--- config.mk ---
export PLATFORM = sky130hd
export DESIGN_NAME = muldiv_unit_flat
export DESIGN_NICKNAME = d
export VERILOG_FILES = /design/src/rtl/muldiv_unit_if.sv /design/src/rtl/muldiv_unit.sv /design/src/flat_wrapper.sv
export SDC_FILE = /design/constraint.sdc
export NUM_CORES = 1
export LEC_CHECK = 0
export CORE_UTILIZATION = 29
export DETAILED_ROUTE_END_ITERATION = 10
export PLACE_DENSITY = 0.43
export SLEW_MARGIN = 20
export SYNTH_ARGS = -nofsm -noshare
export SYNTH_HDL_FRONTEND = slang
export SYNTH_SLANG_ARGS = --single-unit
--- constraint.sdc ---
create_clock -name clk -period 11.1 [get_ports clk]
set_clock_uncertainty 0.15 [all_clocks]
set_input_delay 2.775 -clock clk [delete_from_list [all_inputs] [get_ports clk]]
set_output_delay 2.775 -clock clk [all_outputs]
set_load 0.005 [all_outputs]
--- src/rtl/muldiv_unit_if.sv ---
// Start/done handshake and result bus of the iterative multiply/divide unit.
// The requester drives the operation through the master modport; the unit
// answers with status, results and flags on the slave modport.
interface muldiv_unit_if #(
   parameter int WIDTH = 32
);
   logic             Start;
   logic [2:0]       Op;
   logic [WIDTH-1:0] SrcA;
   logic [WIDTH-1:0] SrcB;
   logic             Busy;
   logic             Done;
   logic [WIDTH-1:0] ResultLo;
   logic [WIDTH-1:0] ResultHi;
   logic [3:0]       Flags;
   logic             DivZero;

   modport master (
      output Start, Op, SrcA, SrcB,
      input  Busy, Done, ResultLo, ResultHi, Flags, DivZero
   );

   modport slave (
      input  Start, Op, SrcA, SrcB,
      output Busy, Done, ResultLo, ResultHi, Flags, DivZero
   );
endinterface

--- src/rtl/muldiv_unit.sv ---
// Iterative radix-2 integer multiply/divide unit.
// MUL/UMULL/SMULL use a shift-add engine, UDIV/SDIV a restoring shift-subtract
// engine. Signed ops run on magnitudes; the sign is restored in a single FIX
// cycle. Results and flags are registered and held until the next operation's
// FIX cycle.
module muldiv_unit #(
   parameter int WIDTH = 32
) (
   input  logic         clk,
   input  logic         reset,
   muldiv_unit_if.slave bus
);
   localparam int CNT_W = $clog2(WIDTH) + 1;

   localparam logic [2:0] OP_MUL   = 3'b000;
   localparam logic [2:0] OP_UMULL = 3'b001;
   localparam logic [2:0] OP_SMULL = 3'b010;
   localparam logic [2:0] OP_UDIV  = 3'b100;
   localparam logic [2:0] OP_SDIV  = 3'b101;

   localparam logic [CNT_W-1:0] CNT_LAST = CNT_W'(WIDTH - 1);
   localparam logic [CNT_W-1:0] CNT_ONE  = {{(CNT_W-1){1'b0}}, 1'b1};
   localparam logic [WIDTH-1:0] ZERO_W   = {WIDTH{1'b0}};

   typedef enum logic [1:0] {
      ST_IDLE = 2'd0,
      ST_RUN  = 2'd1,
      ST_FIX  = 2'd2,
      ST_DONE = 2'd3
   } state_t;

   // Only the five defined opcodes start the engine.
   function automatic logic op_legal(input logic [2:0] op);
      logic ok;
      case (op)
         OP_MUL, OP_UMULL, OP_SMULL, OP_UDIV, OP_SDIV: ok = 1'b1;
         default:                                      ok = 1'b0;
      endcase
      return ok;
   endfunction

   // Magnitude of a two's-complement value when signed handling is enabled.
   // The most-negative value maps to itself, which is its correct unsigned
   // magnitude.
   function automatic logic [WIDTH-1:0] abs_val(input logic [WIDTH-1:0] v,
                                                input logic             en);
      logic [WIDTH-1:0] r;
      if (en && v[WIDTH-1]) begin
         r = -v;
      end else begin
         r = v;
      end
      return r;
   endfunction

   state_t             state_r;
   state_t             state_s;
   logic [CNT_W-1:0]   cnt_r;
   logic [2:0]         op_r;
   logic [WIDTH-1:0]   srca_r;      // multiplicand magnitude / dividend magnitude
   logic [WIDTH-1:0]   srcb_r;      // multiplier magnitude / divisor magnitude
   logic [2*WIDTH-1:0] acc_r;       // {hi, lo} product or {rem, quot}
   logic               neg_r;       // result sign for SMULL / quotient sign for SDIV
   logic               dsign_r;     // dividend sign for SDIV remainder

   logic [WIDTH-1:0]   res_lo_r;
   logic [WIDTH-1:0]   res_hi_r;
   logic [3:0]         flags_r;
   logic               divzero_r;
   logic               busy_r;
   logic               done_r;

   // Operand capture signals
   logic               signed_op_s;
   logic [WIDTH-1:0]   a_abs_s;
   logic [WIDTH-1:0]   b_abs_s;
   logic               start_ok_s;
   logic               start_bad_s;

   // Iteration step signals
   logic [WIDTH:0]     mul_sum_s;
   logic [WIDTH:0]     rem_sh_s;
   logic [WIDTH:0]     diff_s;
   logic [2*WIDTH-1:0] step_s;

   // Fix-up signals
   logic [2*WIDTH-1:0] prod_s;
   logic [WIDTH-1:0]   res_lo_s;
   logic [WIDTH-1:0]   res_hi_s;
   logic               flag_n_s;
   logic               flag_z_s;
   logic               dz_s;

   assign start_ok_s  = bus.Start &&  op_legal(bus.Op);
   assign start_bad_s = bus.Start && !op_legal(bus.Op);

   // Magnitudes and result signs computed from the live inputs for capture.
   always_comb begin
      signed_op_s = (bus.Op == OP_SMULL) || (bus.Op == OP_SDIV);
      a_abs_s     = abs_val(bus.SrcA, signed_op_s);
      b_abs_s     = abs_val(bus.SrcB, signed_op_s);
   end

   // One radix-2 step: shift-add for multiply, restoring shift-subtract for divide.
   always_comb begin
      mul_sum_s = {1'b0, acc_r[2*WIDTH-1:WIDTH]} +
                  (acc_r[0] ? {1'b0, srca_r} : {1'b0, ZERO_W});
      rem_sh_s  = acc_r[2*WIDTH-1:WIDTH-1];
      diff_s    = rem_sh_s - {1'b0, srcb_r};
      if (op_r[2]) begin
         if (!diff_s[WIDTH]) begin
            step_s = {diff_s[WIDTH-1:0], acc_r[WIDTH-2:0], 1'b1};
         end else begin
            step_s = {rem_sh_s[WIDTH-1:0], acc_r[WIDTH-2:0], 1'b0};
         end
      end else begin
         step_s = {mul_sum_s, acc_r[WIDTH-1:1]};
      end
   end

   // Sign restoration, divide-by-zero handling and flag generation for FIX.
   always_comb begin
      res_lo_s = ZERO_W;
      res_hi_s = ZERO_W;
      flag_n_s = 1'b0;
      flag_z_s = 1'b0;
      dz_s     = 1'b0;
      if (neg_r) begin
         prod_s = -acc_r;
      end else begin
         prod_s = acc_r;
      end
      case (op_r)
         OP_MUL: begin
            res_lo_s = acc_r[WIDTH-1:0];
            flag_n_s = res_lo_s[WIDTH-1];
            flag_z_s = (res_lo_s == ZERO_W);
         end
         OP_UMULL, OP_SMULL: begin
            if (op_r == OP_SMULL) begin
               {res_hi_s, res_lo_s} = prod_s;
            end else begin
               {res_hi_s, res_lo_s} = acc_r;
            end
            flag_n_s = res_hi_s[WIDTH-1];
            flag_z_s = ({res_hi_s, res_lo_s} == {2*WIDTH{1'b0}});
         end
         OP_UDIV, OP_SDIV: begin
            dz_s = (srcb_r == ZERO_W);
            if (dz_s) begin
               res_lo_s = ZERO_W;
            end else if (op_r == OP_SDIV && neg_r) begin
               res_lo_s = -acc_r[WIDTH-1:0];
            end else begin
               res_lo_s = acc_r[WIDTH-1:0];
            end
            if (op_r == OP_SDIV && dsign_r) begin
               res_hi_s = -acc_r[2*WIDTH-1:WIDTH];
            end else begin
               res_hi_s = acc_r[2*WIDTH-1:WIDTH];
            end
            flag_n_s = res_lo_s[WIDTH-1];
            flag_z_s = (res_lo_s == ZERO_W);
         end
         default: begin
            res_lo_s = ZERO_W;
            res_hi_s = ZERO_W;
         end
      endcase
   end

   // Next-state logic of the IDLE/RUN/FIX/DONE sequencer.
   always_comb begin
      state_s = state_r;
      case (state_r)
         ST_IDLE: begin
            if (start_ok_s) begin
               state_s = ST_RUN;
            end else if (start_bad_s) begin
               state_s = ST_DONE;
            end else begin
               state_s = ST_IDLE;
            end
         end
         ST_RUN: begin
            if (cnt_r == CNT_LAST) begin
               state_s = ST_FIX;
            end else begin
               state_s = ST_RUN;
            end
         end
         ST_FIX:  state_s = ST_DONE;
         ST_DONE: state_s = ST_IDLE;
         default: state_s = ST_IDLE;
      endcase
   end

   // Sequencer state register.
   always_ff @(posedge clk or posedge reset) begin
      if (reset) begin
         state_r <= ST_IDLE;
      end else begin
         state_r <= state_s;
      end
   end

   // Operand capture in IDLE and one engine step per RUN cycle.
   always_ff @(posedge clk or posedge reset) begin
      if (reset) begin
         op_r    <= 3'b000;
         srca_r  <= ZERO_W;
         srcb_r  <= ZERO_W;
         acc_r   <= {2*WIDTH{1'b0}};
         neg_r   <= 1'b0;
         dsign_r <= 1'b0;
         cnt_r   <= {CNT_W{1'b0}};
      end else begin
         case (state_r)
            ST_IDLE: begin
               if (start_ok_s) begin
                  op_r    <= bus.Op;
                  srca_r  <= a_abs_s;
                  srcb_r  <= b_abs_s;
                  neg_r   <= signed_op_s && (bus.SrcA[WIDTH-1] ^ bus.SrcB[WIDTH-1]);
                  dsign_r <= (bus.Op == OP_SDIV) && bus.SrcA[WIDTH-1];
                  // Upper half cleared; lower half seeded with the operand
                  // that is consumed bit by bit (multiplier or dividend).
                  acc_r   <= {ZERO_W, (bus.Op[2] ? a_abs_s : b_abs_s)};
                  cnt_r   <= {CNT_W{1'b0}};
               end else begin
                  cnt_r   <= cnt_r;
               end
            end
            ST_RUN: begin
               acc_r <= step_s;
               cnt_r <= cnt_r + CNT_ONE;
            end
            default: begin
               cnt_r <= cnt_r;
            end
         endcase
      end
   end

   // Result/flag registers: loaded in FIX, or zeroed for an illegal opcode.
   always_ff @(posedge clk or posedge reset) begin
      if (reset) begin
         res_lo_r  <= ZERO_W;
         res_hi_r  <= ZERO_W;
         flags_r   <= 4'b0000;
         divzero_r <= 1'b0;
      end else if (state_r == ST_FIX) begin
         res_lo_r  <= res_lo_s;
         res_hi_r  <= res_hi_s;
         flags_r   <= {flag_n_s, flag_z_s, 2'b00};
         divzero_r <= dz_s;
      end else if (state_r == ST_IDLE && start_bad_s) begin
         res_lo_r  <= ZERO_W;
         res_hi_r  <= ZERO_W;
         flags_r   <= 4'b0100;
         divzero_r <= 1'b0;
      end else begin
         res_lo_r  <= res_lo_r;
         res_hi_r  <= res_hi_r;
         flags_r   <= flags_r;
         divzero_r <= divzero_r;
      end
   end

   // Registered status outputs follow the state being entered.
   always_ff @(posedge clk or posedge reset) begin
      if (reset) begin
         busy_r <= 1'b0;
         done_r <= 1'b0;
      end else begin
         busy_r <= (state_s == ST_RUN) || (state_s == ST_FIX);
         done_r <= (state_s == ST_DONE);
      end
   end

   assign bus.Busy     = busy_r;
   assign bus.Done     = done_r;
   assign bus.ResultLo = res_lo_r;
   assign bus.ResultHi = res_hi_r;
   assign bus.Flags    = flags_r;
   assign bus.DivZero  = divzero_r;
endmodule
--- src/flat_wrapper.sv ---
// flat-port wrapper written by rule: the top's interface ports become plain ports
module muldiv_unit_flat 
#(
   parameter int WIDTH = 32
)
  (clk, reset, bus_Start, bus_Op, bus_SrcA, bus_SrcB, bus_Busy, bus_Done, bus_ResultLo, bus_ResultHi, bus_Flags, bus_DivZero);
  muldiv_unit_if #(.WIDTH(WIDTH)) bus_i ();
  input  logic clk;
  input  logic reset;
  input wire logic [$bits(bus_i.Start)-1:0] bus_Start;
  input wire logic [$bits(bus_i.Op)-1:0] bus_Op;
  input wire logic [$bits(bus_i.SrcA)-1:0] bus_SrcA;
  input wire logic [$bits(bus_i.SrcB)-1:0] bus_SrcB;
  output wire logic [$bits(bus_i.Busy)-1:0] bus_Busy;
  output wire logic [$bits(bus_i.Done)-1:0] bus_Done;
  output wire logic [$bits(bus_i.ResultLo)-1:0] bus_ResultLo;
  output wire logic [$bits(bus_i.ResultHi)-1:0] bus_ResultHi;
  output wire logic [$bits(bus_i.Flags)-1:0] bus_Flags;
  output wire logic [$bits(bus_i.DivZero)-1:0] bus_DivZero;
  assign bus_i.Start = bus_Start;
  assign bus_i.Op = bus_Op;
  assign bus_i.SrcA = bus_SrcA;
  assign bus_i.SrcB = bus_SrcB;
  assign bus_Busy = bus_i.Busy;
  assign bus_Done = bus_i.Done;
  assign bus_ResultLo = bus_i.ResultLo;
  assign bus_ResultHi = bus_i.ResultHi;
  assign bus_Flags = bus_i.Flags;
  assign bus_DivZero = bus_i.DivZero;
  muldiv_unit #(.WIDTH(WIDTH)) u_core (.clk(clk), .reset(reset), .bus(bus_i));
endmodule
==> impl_metrics.tcl <==
set metrics [dict create \
    post_cts_resized 0 \
    antenna_found_initial 2 \
    worstMarginPinSlew_ns 1.048 \
    rows 92 \
    synth_compound_area_share_pct 26.25 \
    die_y_um 254.7 \
    maxSlewHeadroom_pct 29.51 \
    crit_type "primary input to register" \
    period_share_pct 52.40 \
    outcome "finished, final reports clean" \
    drt-wirelength-per-cell_um 24.14 \
    layout_common_cells "249 x nand2_1, 228 x o21ai_0, 209 x dfrtp_1" \
    initial_utilization_pct 29.36 \
    synth-seq-cells 210 \
    pre_cts_ws_ns 4.714 \
    synth_xor_area_share_pct 9.317 \
    drv_slew 0 \
    post_cts_buffers 0 \
    synthAdderAreaFrac_pct 4.946 \
    cts_max_level 1 \
    nets 2540 \
    syn_inst 2368 \
    num_vias 18580 \
    clk-insertion-delay-late_ns 0.59 \
    synthToLayoutAreaGrowth_pct 15.95 \
    worstPathMaxFanout 5 \
    dp.cells 3214 \
    start_kind "primary input" \
    cts_tree "done" \
    drive_above_1_share_pct 6.007 \
    fin_setup_tns_ns 0 \
    grt_max_degree 105 \
    core_area_sq_um 63080 \
    ios 141 \
    finalWorstSetupSlack_ns 5.284 \
    cts-root-buf "clkbuf_16" \
    post_dp_cell_area_sq_um 20610 \
    required_ns 11.40 \
    antenna-diode-count 0 \
    ant_nets 0 \
    drt_iter0_markers 1571 \
    setup_viol 0 \
    yosys_warnings 0 \
    power_density_nw_per_um2 315.8 \
    peakVddDrop_mv 0.1317 \
    min_path_type "register to register" \
    synth_top_family_by_area "compound AO/OA/AOI/OAI gates" \
    portBuffers 138 \
    crit_arrival_ns 6.12 \
    die_w_um 254.7 \
    rsz0062_at_grt "false" \
    final_common_cell "nand2_1" \
    synth-edff-count 0 \
    drt-total-wl_mm 78.70 \
    async_flop_share_pct 100.0 \
    firstDrtPassIters 5 \
    min_period_ns 5.816 \
    synth.mux.area_fraction_pct 3.986 \
    seq_area_frac_synth_pct 28.38 \
    synth_ff_type "dfrtp_1" \
    cap_violations 0 \
    cts_buffer_depth 3 \
    syn_avg_cell_area_sq_um 7.821 \
    drc_errors 0 \
    postCtsHoldBufs 0 \
    hold_viol 0 \
    gp_congestion 0.9414 \
    die_area_sq_um 64870 \
    cts_sinks 210 \
    post-dp-hpwl_mm 60.21 \
    avgViaCountPerCell 5.700 \
    p_leak_nw 8.485 \
    end_kind "register" \
    overflow 0 \
    synth-simple-area-share_pct 21.80 \
    clk_pin_slew_worst_paths_ns 0.06 \
    fin_area_sq_um 21470 \
    netlist_area_sq_um 18520 \
    grt_usage_pct 23.92 \
    ys_types 84 \
    grt_pass1_vias 17750 \
    stdcell_count 3260 \
    cts_buffers 28 \
    fin_total_pwr_mw 6.782 \
    fmax_mhz 171.9 \
    grt_pass1_wl_mm 117.9 \
]
## metal layers
layer	global-route usage [%]	up-vias	share of wire, %
li1	-	8735	-
met1	34.04	9125	47
met2	38.60	630	46
met3	2.419	91	5.5
met5	0	-	0.0089
met4	5.646	2	2.4
## cell type report
cell class                 instances  area (sq um)
clock buffer                      39         782.0
clock inverter                     7         78.83
fill                            6748         41610
inverter                          78         300.3
multi-input combinational       1905         12340
sequential                       210          5256
tap                              846          1059
timing repair buffer             175          1654
## report_power, final
part           leakage [nW]  switching (mW)  internal [mW]
clock                 0.411           0.371          0.509
combinational          5.42            2.44           1.68
sequential             2.65           0.684           1.10
## logic make-up after synthesis
kind of cell / after synthesis
multiplexers: 72
buffers and inverters: 254
other: 1
XOR/XNOR: 197
adder cells (fa/ha/maj): 72
AO/OA/AOI/OAI: 767
AND/OR/NAND/NOR: 795
flip-flops: 210
## final timing paths
kind / from / endpoint / slack [ns] / cells after the start
max reg2reg: u_core.acc_r[31] / u_core.acc_r[62] / 5.90 / 14
max: bus_SrcB[8] / u_core.acc_r[28] / 5.28 / 10
min reg2reg: u_core.srca_r[31] / u_core.srca_r[31] / 0.32 / 2
max in group asynchronous: reset / u_core.op_r[2] / 6.82 / 3
min in group asynchronous: reset / u_core.bus.ResultHi[31] / 2.51 / 2
min: u_core.srca_r[31] / u_core.srca_r[31] / 0.32 / 2
## critical path: stages
cell	delay [ns]
clkdlybuf4s50_1	0.45
or4_1	0.57
or2_2	0.34
nor4_2	0.61
nand2_1	0.25
o41ai_1	0.42
xnor2_1	0.12
nor2b_1	0.14
a211oi_1	0.29
o22ai_1	0.14
## synth_stat cells, types with 7 or more instances
cell type / n / area share (%)
or4_1: 13 / 0.53
nor4_1: 30 / 1.0
a22oi_1: 24 / 0.97
and3_1: 24 / 0.81
nor4_2: 7 / 0.47
dfrtp_1: 210 / 28
o31ai_1: 21 / 0.85
xor2_1: 69 / 3.3
o21a_1: 13 / 0.53
nor3_1: 61 / 1.6
or2_2: 14 / 0.47
o221ai_1: 30 / 1.4
nand3b_1: 8 / 0.32
o2111ai_1: 9 / 0.43
o21bai_1: 7 / 0.28
nor2b_1: 18 / 0.61
o211ai_1: 17 / 0.69
and4_1: 11 / 0.52
a32oi_1: 7 / 0.33
ha_1: 70 / 4.7
inv_1: 78 / 1.6
nand4_1: 25 / 0.84
mux2i_1: 58 / 3.1
or3_1: 18 / 0.61
xnor2_1: 128 / 6.1
mux2_2: 14 / 0.85
a31oi_1: 50 / 1.7
and2_1: 48 / 1.6
o21ai_0: 229 / 6.2
a32o_1: 7 / 0.38
nand2b_1: 18 / 0.61
a211oi_1: 44 / 1.8
a21o_1: 25 / 1.0
clkbuf_1: 159 / 3.2
a22o_1: 19 / 0.90
o41ai_1: 10 / 0.47
o22ai_1: 14 / 0.47
nand3_1: 43 / 1.2
buf_1: 7 / 0.14
nand2_1: 249 / 5.0
nor2_1: 173 / 3.5
a21oi_1: 181 / 4.9
## per-stage QoR
step | utilization [%] | hold WS [ns]
final | 34.04 | 0.3219
after global routing | 34.04 | 0.3446
after CTS | 34.04 | 0.3279
after detailed placement | 32.68 | 0.3141
after global placement | 32.66 | 0.3092
after floorplan | - | 0.2875
## sequential cells by signal (all words and copies together) (netlist names)
signal,cells
u_core.srca_r,32
u_core.cnt_r,6
u_core.neg_r,1
u_core.bus.ResultLo,32
u_core.bus.Flags,2
u_core.bus.ResultHi,32
u_core.srcb_r,32
u_core.state_r,2
u_core.bus.Done,1
u_core.acc_r,64
u_core.dsign_r,1
u_core.op_r,3
u_core.bus.DivZero,1
u_core.bus.Busy,1
Power figures use the tool's default switching activity.
